## src/rtl/rr_arb5_pkg.sv

```systemverilog
// Shared types and defaults for the rr_arb5 five-master round-robin arbiter.
package rr_arb5_pkg;

    localparam int STATE_W      = 2;
    localparam int HOLD_MAX_DEF = 16;

    typedef enum logic [STATE_W-1:0] {
        ST_IDLE  = 2'd0,
        ST_GRANT = 2'd1,
        ST_GAP   = 2'd2
    } state_e;

endpackage

```

## src/rtl/NOR5B5.sv

```systemverilog
// Library cell model: 5-input NOR with all inputs inverted (logical AND of I0..I4).
module NOR5B5 (
    input  logic I0,
    input  logic I1,
    input  logic I2,
    input  logic I3,
    input  logic I4,
    output logic O
);

    assign O = ~(~I0 | ~I1 | ~I2 | ~I3 | ~I4);

endmodule

```

## src/rtl/rr_arb5_pick.sv

```systemverilog
// Combinational round-robin pick: first set request at or above ptr, wrapping modulo N.
module rr_arb5_pick #(
    parameter int N     = 5,
    parameter int IDX_W = 3
) (
    input  logic [N-1:0]     req,
    input  logic [IDX_W-1:0] ptr,
    output logic [N-1:0]     win,
    output logic [IDX_W-1:0] win_idx,
    output logic             any
);

    logic [2*N-1:0] dbl;
    logic [N-1:0]   rot;
    logic [IDX_W-1:0] off;
    logic [IDX_W:0]   sum;

    always_comb begin
        // Doubling the vector lets a plain shift act as a modulo-N rotate.
        dbl = {req, req};
        rot = N'(dbl >> ptr);

        any = 1'b0;
        off = '0;
        for (int unsigned i = 0; i < N; i++) begin
            if (!any && rot[i]) begin
                any = 1'b1;
                off = IDX_W'(i);
            end
        end

        sum = {1'b0, ptr} + {1'b0, off};
        if (sum >= (IDX_W+1)'(N)) begin
            sum = sum - (IDX_W+1)'(N);
        end
        win_idx = sum[IDX_W-1:0];

        win = '0;
        for (int unsigned i = 0; i < N; i++) begin
            win[i] = any && (win_idx == IDX_W'(i));
        end
    end

endmodule

```

## src/rtl/rr_arb5.sv

```systemverilog
// Five-master round-robin arbiter with grant hold, one dead cycle between grants,
// and an all-requesting flag. Optional grant timeout: define RR_ARB5_TIMEOUT_EN.
module rr_arb5
    import rr_arb5_pkg::*;
#(
    parameter int N        = 5,
    parameter int IDX_W    = 3,
    parameter int HOLD_MAX = HOLD_MAX_DEF
) (
    input  logic             C,
    input  logic             R,
    input  logic [N-1:0]     REQ,
    output logic [N-1:0]     GNT,
    output logic             GNT_VLD,
    output logic [IDX_W-1:0] GNT_IDX,
    output logic             ALL_REQ,
    output logic             TMO
);

    generate
        if (N != 5) begin : g_bad_n
            $error("rr_arb5: only N=5 is supported");
        end
        if ((1 << IDX_W) < N) begin : g_bad_idx_w
            $error("rr_arb5: IDX_W too narrow for N");
        end
        if (HOLD_MAX < 1 || HOLD_MAX > 255) begin : g_bad_hold_max
            $error("rr_arb5: HOLD_MAX must be in 1..255");
        end
    endgenerate

    state_e           state_q, state_d;
    logic [IDX_W-1:0] ptr_q, ptr_d;
    logic [N-1:0]     gnt_q, gnt_d;
    logic             vld_q, vld_d;
    logic [IDX_W-1:0] idx_q, idx_d;

    logic [N-1:0]     pick_gnt;
    logic [IDX_W-1:0] pick_idx;
    logic             pick_any;
    logic             req_cur;
    logic             take;
    logic             rel;

`ifdef RR_ARB5_TIMEOUT_EN
    logic [7:0] cnt_q, cnt_d;
    logic       tmo_q, tmo_d;
    logic       expire;

    assign expire = (cnt_q == 8'(HOLD_MAX - 1));
`endif

    rr_arb5_pick #(
        .N     (N),
        .IDX_W (IDX_W)
    ) u_pick (
        .req     (REQ),
        .ptr     (ptr_q),
        .win     (pick_gnt),
        .win_idx (pick_idx),
        .any     (pick_any)
    );

    NOR5B5 u_all_req (
        .I0 (REQ[0]),
        .I1 (REQ[1]),
        .I2 (REQ[2]),
        .I3 (REQ[3]),
        .I4 (REQ[4]),
        .O  (ALL_REQ)
    );

    assign req_cur = REQ[idx_q];

    always_comb begin
        state_d = state_q;
        ptr_d   = ptr_q;
        gnt_d   = gnt_q;
        vld_d   = vld_q;
        idx_d   = idx_q;
        take    = 1'b0;
        rel     = 1'b0;
`ifdef RR_ARB5_TIMEOUT_EN
        cnt_d   = cnt_q;
        tmo_d   = 1'b0;
`endif

        case (state_q)
            ST_IDLE: begin
                take = pick_any;
            end
            ST_GRANT: begin
                if (!req_cur) begin
                    rel = 1'b1;
                end
`ifdef RR_ARB5_TIMEOUT_EN
                else if (expire) begin
                    rel   = 1'b1;
                    tmo_d = 1'b1;
                end else begin
                    cnt_d = cnt_q + 8'd1;
                end
`endif
            end
            ST_GAP: begin
                take = pick_any;
                if (!pick_any) begin
                    state_d = ST_IDLE;
                end
            end
            default: begin
                state_d = ST_IDLE;
                gnt_d   = '0;
                vld_d   = 1'b0;
            end
        endcase

        if (take) begin
            state_d = ST_GRANT;
            gnt_d   = pick_gnt;
            vld_d   = 1'b1;
            idx_d   = pick_idx;
`ifdef RR_ARB5_TIMEOUT_EN
            cnt_d   = '0;
`endif
        end

        // Forced and natural releases share this path; the released master drops to lowest priority.
        if (rel) begin
            state_d = ST_GAP;
            gnt_d   = '0;
            vld_d   = 1'b0;
            ptr_d   = (idx_q == IDX_W'(N - 1)) ? '0 : idx_q + 1'b1;
        end
    end

    always_ff @(posedge C) begin
        if (R) begin
            state_q <= ST_IDLE;
            ptr_q   <= '0;
            gnt_q   <= '0;
            vld_q   <= 1'b0;
            idx_q   <= '0;
        end else begin
            state_q <= state_d;
            ptr_q   <= ptr_d;
            gnt_q   <= gnt_d;
            vld_q   <= vld_d;
            idx_q   <= idx_d;
        end
    end

`ifdef RR_ARB5_TIMEOUT_EN
    always_ff @(posedge C) begin
        if (R) begin
            cnt_q <= '0;
            tmo_q <= 1'b0;
        end else begin
            cnt_q <= cnt_d;
            tmo_q <= tmo_d;
        end
    end

    assign TMO = tmo_q;
`else
    assign TMO = 1'b0;
`endif

    assign GNT     = gnt_q;
    assign GNT_VLD = vld_q;
    assign GNT_IDX = idx_q;

endmodule

```

## config.mk

```make
export PLATFORM = sky130hd
export DESIGN_NAME = rr_arb5
export DESIGN_NICKNAME = d
export VERILOG_FILES = /design/src/rtl/rr_arb5_pkg.sv /design/src/rtl/NOR5B5.sv /design/src/rtl/rr_arb5_pick.sv /design/src/rtl/rr_arb5.sv
export SDC_FILE = /design/constraint.sdc
export NUM_CORES = 1
export LEC_CHECK = 0
export ABC_AREA = 1
export CAP_MARGIN = 5
export CELL_PAD_IN_SITES_DETAIL_PLACEMENT = 1
export CELL_PAD_IN_SITES_GLOBAL_PLACEMENT = 1
export CORE_MARGIN = 3
export CORE_UTILIZATION = 37
export CTS_BUF_LIST = sky130_fd_sc_hd__clkbuf_16
export DETAILED_ROUTE_END_ITERATION = 8
export PLACE_DENSITY_LB_ADDON = 0.1
export SLEW_MARGIN = 20
export SYNTH_ARGS = -nofsm -noshare
export SYNTH_HDL_FRONTEND = slang
export SYNTH_SLANG_ARGS = --single-unit
```

## constraint.sdc

```tcl
create_clock -name C -period 4.3 [get_ports C]
set_clock_uncertainty 0.15 [all_clocks]
set_input_delay 0.645 -clock C [delete_from_list [all_inputs] [get_ports C]]
set_output_delay 0.645 -clock C [all_outputs]
set_load 0.01 [all_outputs]
```

==> reports/qor.yml, run 1 <==
drc_errors: 0
rsz0062_at_grt: "no"
start_util: 0.399
cpMaxStageDelayCell: "fa_1"
grt_max_degree: 11
critPathBufInv: 6
hold_depth: 2
cts-resized-gates: 0
r2r_slack_ps: 620
ios: 18
nFillCells: 385
hold_class: "reg -> reg"
dp.final_hpwl_mm: 2.46
grt_remaining_overflow: 0
max_freq_ghz: 0.251
synth_area_per_cell_sq_um: 6.36
setup_violations: 0
status: "complete, no violations"
synth_nets: 194
yosysSeqAreaShare: 0.246
routed-via-count: 1180
antenna_found_initial: 0
n_antenna_cell: 0
p_total_mw: 1.04
cp_cell_sequence: "clkdlybuf4s50_1 -> inv_1 -> nand2_1 -> nand2_1 -> nand2_1 -> nand3_1 -> nand2_2 -> nor2_2 -> inv_1 -> nor2_1 -> inv_1 -> fa_1 -> ha_1 -> inv_1 -> or2_0 -> nand2_1 -> nand2_1 -> nand2_1 -> nand2_1 -> inv_2 -> nand2_1 -> nor2_1 -> nand3_1 -> a21oi_1"
core.rowCount: 19
vdd_drop_max_v: 0.000353
fin_nets: 213
maxCapViolations: 0
clockBufferDepth: 2
crit_path_max_incr_delay_ps: 580
cts_tree: "yes"
power.static_leakage_nw: 0.667
final_common_cell: "nand2_1"
die_area_sq_um: 3780
min_from: "GNT[4]$_SDFFE_PP0P_"
fp.coreArea_sq_um: 2850
critPathTopFamily: "simple AND/OR/NAND/NOR gates"
yosys_register_bits: 14
crit_required_ps: 4310
hold_viol: 0
gp_congestion: 0.802
reg2regPathDepth: 22
worstSkewPairLatency_ps: 240
clk_pin_slew_worst_paths_ps: 40
slew_violations: 0
r2r_end: "GNT[2]$_SDFFE_PP0P_"
routedWlPerCell_microns: 13.5
start_kind: "primary input"
final_area_sq_um: 1400
synthDistinctLibCells: 28
fin_crit_sh: 0.925
htree_levels: 1
synthToLayoutAreaGrowth_pct: 23.3
vias_per_cell: 5.20
track_usage: 0.183
worstSetupPathType: "in -> reg"
synthCells: 179
multiInputGateArea_sq_um: 741
seqCellArea_sq_um: 280
layout_common_cells: "43 x nand2_1, 30 x nand3_1, 21 x inv_1"
synth-warning-count: 0
grt_pass1_vias: 1188
clock-sinks: 14
dr.pass1.iters: 4
cpMostUsedCell: "nand2_1"
drtIter0Drc: 65
worstReg2RegStart: "ptr_q[0]$_SDFFE_PP0P_"
cts_hold_buffers: 0
place_area_sq_um: 1320
hold_end: "GNT[4]$_SDFFE_PP0P_"
drive_above_1_share: 0.102
grt_pass1_wl_mm: 5.24
cts-root-buf: "clkbuf_16"
cts_setup_buffers: 0
routed_wl_mm: 3.06
fin_crit_ps: 3980
die_h_microns: 61.5
syn_area_sq_um: 1140
die-width_microns: 61.5
critPathCaptureType: "register"
cp.arrival_ps: 3990
crit_fanout: 4
power.density_nw_per_um2: 739
postRouteAntennaNets: 0
cts_buffers: 3
port_buffers: 16
[cell usage after synthesis]
library cell,n,area [sq um]
nor2_2,1,6.26
o21ai_0,8,40.0
or2_2,1,6.26
or2_0,1,6.26
o21a_1,1,7.51
nor3_1,2,10.0
dfxtp_1,14,280
nand3_4,1,17.5
nand3_2,2,20.0
inv_1,21,78.8
a31oi_1,1,6.26
nand3_1,30,150
nand2_1,44,165
nor2_1,15,56.3
conb_1,1,3.75
a21oi_1,12,60.1
xnor2_1,1,8.76
nand2_4,1,11.3
buf_4,1,7.51
inv_8,1,11.3
buf_6,1,11.3
inv_2,3,11.3
nor4_1,1,6.26
o22ai_1,1,6.26
nand2_2,5,31.3
nor2_4,1,11.3
fa_1,1,20.0
ha_1,7,87.6
[sequential cells by signal, summed over array words and instances, names as in the netlist]
register / cells
state_q: 2
GNT_IDX: 3
GNT_VLD: 1
ptr_q: 3
GNT: 5
[report_power, final]
group | total [mW] | internal [mW] | switching, mW
Combinational | 0.650 | 0.245 | 0.406
Clock | 0.169 | 0.121 | 0.0475
Sequential | 0.219 | 0.174 | 0.0446
Total | 1.04 | 0.540 | 0.498
[cell type report]
type	instances	area share
clock buffers	3	0.0535
repair buffers	16	0.119
well taps	31	0.0276
multi-input cells	138	0.528
flip-flops and latches	14	0.200
inverters	25	0.0722
[worst max path at each step]
stage	from	endpoint	slack, ps	cells past startpoint
4_1_cts	REQ[4]	GNT[0]$_SDFFE_PP0P_	160	22
3_5_place_dp	REQ[4]	GNT[0]$_SDFFE_PP0P_	-80	22
2_1_floorplan	REQ[1]	GNT[3]$_SDFFE_PP0P_	1040	23
3_3_place_gp	REQ[4]	GNT[3]$_SDFFE_PP0P_	160	24
5_1_grt	REQ[1]	GNT[3]$_SDFFE_PP0P_	2	24
6_report	REQ[1]	GNT[2]$_SDFFE_PP0P_	320	24
[worst reg2reg max path, cell delays in order (launching register included)]
cell and delay (ps):
dfxtp_1 600, nand2_1 140, nand2_1 100, nand2_1 70, nand3_1 80, nand2_2 60, nor2_2 170, inv_1 70
nor2_1 160, inv_1 80, fa_1 580, ha_1 190, inv_1 50, or2_0 190, nand2_1 130, nand2_1 130
nand2_1 90, nand2_1 110, inv_2 90, nand2_1 50, nor2_1 80, nand3_1 70, a21oi_1 150
[routing by layer]
| layer | routed length, microns | up-vias | GRT usage | share of wire |
|---|---|---|---|---|
| met5 | 0 | - | 0 | 0 |
| met4 | 0 | 0 | 0.0364 | 0 |
| met3 | 72 | 0 | 0.0314 | 0.024 |
| met2 | 1540 | 13 | 0.320 | 0.50 |
| met1 | 1440 | 553 | 0.237 | 0.47 |
| li1 | - | 614 | - | - |
[through the flow]
step	utilization	worst slack (ps)	hold WS, ps	setup TNS, ps	cells
6_report	0.492	321	327	0	227
5_1_grt	0.492	2.04	367	0	227
4_1_cts	0.489	156	331	0	227
3_5_place_dp	0.462	-79.6	325	-163	224
3_3_place_gp	0.462	162	317	0	224
2_1_floorplan	-	1040	351	0	179
[logic make-up after synthesis]
logic type,synth area share
other,0.00329
AND/OR/NAND/NOR,0.437
adder cells (fa/ha/maj),0.0945
AO/OA/AOI/OAI,0.106
buffers and inverters,0.105
XOR/XNOR,0.00769
flip-flops,0.246
No activity file was read; power rests on OpenSTA's default activity.
==> inputs of run 2 (changes only) <==
--- a/config.mk
+++ b/config.mk
@@ -10,11 +10,12 @@
 export CELL_PAD_IN_SITES_DETAIL_PLACEMENT = 1
 export CELL_PAD_IN_SITES_GLOBAL_PLACEMENT = 1
 export CORE_MARGIN = 3
-export CORE_UTILIZATION = 37
+export CORE_UTILIZATION = 38
 export CTS_BUF_LIST = sky130_fd_sc_hd__clkbuf_16
 export DETAILED_ROUTE_END_ITERATION = 8
 export PLACE_DENSITY_LB_ADDON = 0.1
 export SLEW_MARGIN = 20
 export SYNTH_ARGS = -nofsm -noshare
 export SYNTH_HDL_FRONTEND = slang
+export SYNTH_HIERARCHICAL = 1
 export SYNTH_SLANG_ARGS = --single-unit
==> run 2 against run 1 <==
Register-to-register slack better by 110 ps. Flip-flop and latch count stayed put. Synthesized cell count is 25% higher. Design area is 18% higher. Final cell count is 27% higher. Die area is 15% higher. Utilization is 0.48 points lower. Worst hold slack better by 45 ps. Power is 27% higher. Critical endpoint unchanged. Largest cell class unchanged. Largest power group unchanged. Highest routed layer unchanged.
==> reports/qor.yml, run 2 <==
status: "complete, no violations"
hold_viol: 0  # unchanged
antenna_found_initial: 0  # unchanged
fp.coreArea_sq_um: 3390  # +19%
n_antenna_cell: 0  # unchanged
die_area_sq_um: 4360  # +15%
synth_fa_ha_area_frac: 0.0786  # -0.0159
synthDistinctLibCells: 28  # unchanged
vdd_drop_max_v: 0.000377  # +6.7%
synth_top_area_cell: "dfxtp_1"
power.density_nw_per_um2: 796  # +7.7%
synthCells: 224  # +25%
htree_levels: 1  # unchanged
port_buffers: 16  # unchanged
clock-sinks: 14  # unchanged
rsz0062_at_grt: "no"
synth_nets: 239  # +23%
setup_ws_ps: 434  # +113 ps
synthFlopType: "dfxtp_1"
worstSetupPathType: "in -> reg"
async_reset_ff_frac: 0  # unchanged
cts_hold_buffers: 0  # unchanged
synthToLayoutAreaGrowth_pct: 20.7
final_common_cell: "nand2_1"
slew_headroom: 0.655
critPathBufInv: 6  # unchanged
cts_tree: "yes"
place_area_sq_um: 1570  # +19%
drive_above_1_share: 0.145  # +0.0426
crit_fanout: 6  # +2
die_h_microns: 66.0  # +7.4%
postRouteAntennaNets: 0  # unchanged
dp_slack_ps: 104  # +184 ps
cts_setup_buffers: 0  # unchanged
synth_top_family_by_area: "simple AND/OR/NAND/NOR gates"
p_total_mw: 1.31  # +27%
fin_crit_ps: 3870  # -113 ps
track_usage: 0.174  # -0.00889
final_cells: 288  # +27%
max_freq_ghz: 0.259  # +2.9%
yosys_register_bits: 14  # unchanged
dp.final_hpwl_mm: 2.60  # +5.6%
hold_class: "reg -> reg"
synth.most_common_cell: "nand2_1"
busiest_layer: "met2"
routed-via-count: 1358  # +15%
synth_area_per_cell_sq_um: 6.11  # -3.9%
cts-resized-gates: 0  # unchanged
yosys.area_share.simple: 0.525  # +0.0873
worstSkewPairLatency_ps: 240  # about the same
ys_top_cells_by_count: "73 x nand2_1, 36 x inv_1, 25 x nand3_1, 16 x nor2_1, 14 x dfxtp_1"
synth_edf_count: 0  # unchanged
grt_pass1_vias: 1394  # +17%
critPathTopFamily: "simple AND/OR/NAND/NOR gates"
die-width_microns: 66.0  # +7.4%
finalSetupTns_ps: 0  # unchanged
grt_max_degree: 11  # unchanged
yosysTopAreaCellShare: 0.205  # -0.0414
cpMaxStageDelayCell: "clkdlybuf4s50_1"
largest_reg_flops: 5  # unchanged
setup_violations: 0  # unchanged
gp_congestion: 0.724  # -9.7%
layout_common_cells: "73 x nand2_1, 36 x inv_1, 25 x nand3_1"
drc_errors: 0  # unchanged
synth_compound_area_frac: 0.0576  # -0.0479
grt_util_met2: 0.318  # -0.00234
slew_violations: 0  # unchanged
whs_ps: 373  # +45.4 ps
crit_path_max_incr_delay_ps: 550  # -30 ps
critPathCaptureType: "register"
fin_nets: 258  # +21%
cts-root-buf: "clkbuf_16"
grtUsageMet3: 0.0340  # +0.00257
grt_remaining_overflow: 0  # unchanged
routedWlPerCell_microns: 11.4  # -15%
cp.arrival_ps: 3900  # -90 ps
ios: 18  # unchanged
grt_pass1_wl_mm: 6.08  # +16%
cts_buffers: 3  # unchanged
placed_cells: 284  # +27%
synth-warning-count: 6  # +6
drtIter0Drc: 72  # +11%
vias_per_cell: 4.72  # -9.3%
dr.pass1.iters: 4  # unchanged
maxCapViolations: 0  # unchanged
muxShareOfSynthArea: 0  # unchanged
use_met1: 0.220  # -0.0160
synth_area_leaders: "dfxtp_1 20%, nand2_1 20%, inv_1 9.9%"
fin_util: 0.487  # -0.00484
yosysSeqAreaShare: 0.205  # -0.0414
clockBufferDepth: 2  # unchanged
worst-slew-pin-transition_ps: 517
synthXorXnorAreaFrac: 0  # -0.00769
cpMostUsedCell: "nand2_1"
clk_pin_slew_worst_paths_ps: 50  # about the same
power.static_leakage_nw: 0.873  # +31%
final_area_sq_um: 1650  # +18%
core.rowCount: 21  # +2
syn_area_sq_um: 1370  # +20%
crit_required_ps: 4330  # +20 ps
start_util: 0.404  # +0.00472
fin_crit_sh: 0.899  # -0.0262
routed_wl_mm: 3.29  # +7.8%
start_kind: "primary input"
run 2: cell types whose count changed after synthesis, sizes merged, moves of 4 or more:
| cell | delta |
|---|---|
| nand2 | +38 |
| a21oi | -5 |
| inv | +15 |
| nor2 | +4 |
| nand3 | -4 |
run 2: cell families (layout without fill, tap and decap cells):
kind of cell / Yosys count / count (layout)
AOI/OAI and AO/OA: 13 / 13
adders and majority gates: 8 / 8
buffers and inverters: 43 / 61
DFF: 14 / 14
other: 1 / 1
and+or+nand+nor: 145 / 145
run 2: layout make-up:
class                      count  area, sq um
fill                         484         1740
multi-input combinational    167          911
sequential                    14          280
timing repair buffer          16          163
inverter                      41          161
clock buffer                   3         75.1
tap                           46         57.6
clock inverter                 1         3.75
run 2: worst min-delay path, cell delays in order (launching register included):
cell     delay, ps
dfxtp_1        320
a21oi_1         80
nor2_2          90
run 2: routing by layer:
metal,wire length (microns),share of wire,vias up
li1,-,-,721
met1,1610,0.49,619
met2,1590,0.48,18
met3,93,0.028,0
met4,0,0,0
met5,0,0,-
run 2: report_power, final:
part	internal [mW]	switching, mW	total, mW
registers	0.174	0.0558	0.230
logic	0.346	0.563	0.910
clock network	0.123	0.0525	0.175
total	0.643	0.672	1.31
run 2: worst paths after layout:
kind	start	cells after the start	to	slack [ps]
setup reg to reg	ptr_q[0]$_SDFFE_PP0P_	26	GNT[2]$_SDFFE_PP0P_	730
hold / removal	GNT_VLD$_SDFFE_PP0P_	2	GNT_VLD$_SDFFE_PP0P_	370
hold reg to reg	GNT_VLD$_SDFFE_PP0P_	2	GNT_VLD$_SDFFE_PP0P_	370
setup / recovery	REQ[3]	27	GNT[2]$_SDFFE_PP0P_	430
==> inputs of run 3 (changes only) <==
--- a/config.mk
+++ b/config.mk
@@ -13,6 +13,7 @@
 export CORE_UTILIZATION = 38
 export CTS_BUF_LIST = sky130_fd_sc_hd__clkbuf_16
 export DETAILED_ROUTE_END_ITERATION = 8
+export GPL_TIMING_DRIVEN = 0
 export PLACE_DENSITY_LB_ADDON = 0.1
 export SLEW_MARGIN = 20
 export SYNTH_ARGS = -nofsm -noshare
==> run 3 against run 2 <==
Register-to-register slack gained 130 ps. Sequential power shrank 5%. Worst setup slack worse by 4.7 ps. Worst hold slack got worse by 6.8 ps. Maximum frequency shrank 0.12%. Die area did not move. Utilization increased by 0.63 points. Via count rose by 1.2%. Sequential share of layout area decreased by 0.22 points. Non-clock buffer count rose by 2. Highest routed layer is now met4.
==> reports/qor.yml, run 3 (synthesized netlist as in run 2, its figures left out) <==
largest_reg_flops: 5  # unchanged
nFillCells: 471  # -2.7%
cp.arrival_ps: 3900  # about the same
die_h_microns: 66.0  # unchanged
status: "complete, no violations"
clk_pin_slew_worst_paths_ps: 40  # about the same
n_antenna_cell: 0  # unchanged
core.rowCount: 21  # unchanged
critPathCaptureType: "register"
max_freq_ghz: 0.258  # -0.12%
cts-root-buf: "clkbuf_16"
synthToLayoutAreaGrowth_pct: 22.2
final_area_sq_um: 1670  # +1.3%
hold_class: "reg -> reg"
dr.pass1.iters: 2  # -2
placed_cells: 286  # +0.70%
track_usage: 0.164  # -0.00999
die-width_microns: 66.0  # unchanged
port_buffers: 16  # unchanged
maxCapViolations: 0  # unchanged
drtIter0Drc: 47  # -35%
critPathTopFamily: "simple AND/OR/NAND/NOR gates"
start_kind: "primary input"
start_util: 0.404  # unchanged
die_area_sq_um: 4360  # unchanged
hold_viol: 0  # unchanged
routed_wl_mm: 3.08  # -6.4%
clockBufferDepth: 2  # unchanged
htree_levels: 1  # unchanged
rsz0062_at_grt: "no"
layout_common_cells: "73 x nand2_1, 36 x inv_1, 25 x nand3_1"
multiInputGateArea_sq_um: 916  # +0.55%
setup_violations: 0  # unchanged
gp_congestion: 0.726  # +0.35%
postRouteAntennaNets: 0  # unchanged
fin_crit_sh: 0.900  # +0.00109
cts_tree: "yes"
cts_buffers: 3  # unchanged
fin_crit_ps: 3870  # +4.67 ps
grt_pass1_wl_mm: 5.75  # -5.4%
power.static_leakage_nw: 0.876  # +0.38%
grt_pass1_vias: 1374  # -1.4%
cts-resized-gates: 0  # unchanged
cpMaxStageDelayCell: "clkdlybuf4s50_1"
grt_remaining_overflow: 0  # unchanged
crit_path_max_incr_delay_ps: 630  # +80 ps
vias_per_cell: 4.74  # +0.48%
worstSkewPairLatency_ps: 240  # about the same
dp.final_hpwl_mm: 2.46  # -5.3%
finalSetupTns_ps: 0  # unchanged
drc_errors: 0  # unchanged
cpMostUsedCell: "nand2_1"
ios: 18  # unchanged
antenna_found_initial: 0  # unchanged
power.density_nw_per_um2: 781  # -1.9%
seqCellArea_sq_um: 280  # unchanged
fin_nets: 260  # +0.78%
fin_util: 0.494  # +0.00627
crit_required_ps: 4330  # about the same
fp.coreArea_sq_um: 3390  # unchanged
final_common_cell: "nand2_1"
vdd_drop_max_v: 0.000367  # -2.6%
crit_fanout: 6  # unchanged
clock-sinks: 14  # unchanged
cts_setup_buffers: 0  # unchanged
worstSetupPathType: "in -> reg"
routedWlPerCell_microns: 10.6  # -7.1%
place_area_sq_um: 1590  # +1.2%
whs_ps: 366  # -6.76 ps
final_cells: 290  # +0.69%
routed-via-count: 1374  # +1.2%
grt_max_degree: 11  # unchanged
slew_violations: 0  # unchanged
drive_above_1_share: 0.156  # +0.0111
critPathBufInv: 6  # unchanged
cts_hold_buffers: 0  # unchanged
## run 3: cell types whose count changed in the layout (fill, tap and decap cells not counted)
| cell | delta |
|---|---|
| buf_4 | +1 |
| dlymetal6s2s_1 | -1 |
| nor3_2 | +1 |
| nor3_1 | -1 |
| clkdlybuf4s50_1 | +1 |
| buf_6 | +1 |
## run 3: metrics by stage
step	total power, mW	worst slack [ps]
4_1_cts	1.32	372
6_report	1.31	429
3_5_place_dp	1.13	176
5_1_grt	1.48	6.49
2_1_floorplan	0.926	1120
3_3_place_gp	1.12	157
## run 3: routing by layer
metal,global-route usage,vias to the layer above,part of all wire
met4,0.0431,0,0.013
met5,0,-,0
li1,-,733,-
met3,0.0357,4,0.038
met1,0.195,616,0.48
met2,0.295,21,0.47
## run 3: area by class of cell
| class | count | share of cell area |
|---|---|---|
| timing repair buffer | 16 | 0.0957 |
| buffer | 2 | 0.0112 |
| clock inverter | 1 | 0.00224 |
| clock buffer | 3 | 0.0449 |
| multi-input combinational | 167 | 0.547 |
| sequential | 14 | 0.168 |
| tap | 46 | 0.0344 |
| inverter | 41 | 0.0965 |
## run 3: path summary, 6_finish.rpt
path / from / to / slack (ps) / depth (start not counted)
worst max-delay path: REQ[4] / GNT[1]$_SDFFE_PP0P_ / 430 / 27
worst min-delay path: GNT_VLD$_SDFFE_PP0P_ / GNT_VLD$_SDFFE_PP0P_ / 370 / 2
worst max register to register: ptr_q[1]$_SDFFE_PP0P_ / GNT[1]$_SDFFE_PP0P_ / 860 / 24
worst min register to register: GNT_VLD$_SDFFE_PP0P_ / GNT_VLD$_SDFFE_PP0P_ / 370 / 2
## run 3: tightest hold or removal path: cells and delay by family (launching register included)
family | cells | cell delay [ps]
simple gates | 1 | 90
flops | 1 | 320
compound gates | 1 | 80
## run 3: report_power, final
| part | switching, mW | leakage (nW) | internal [mW] | total [mW] |
|---|---|---|---|---|
| clock network | 0.0526 | 0.0385 | 0.123 | 0.175 |
| logic | 0.559 | 0.723 | 0.354 | 0.913 |
| registers | 0.0438 | 0.115 | 0.174 | 0.218 |
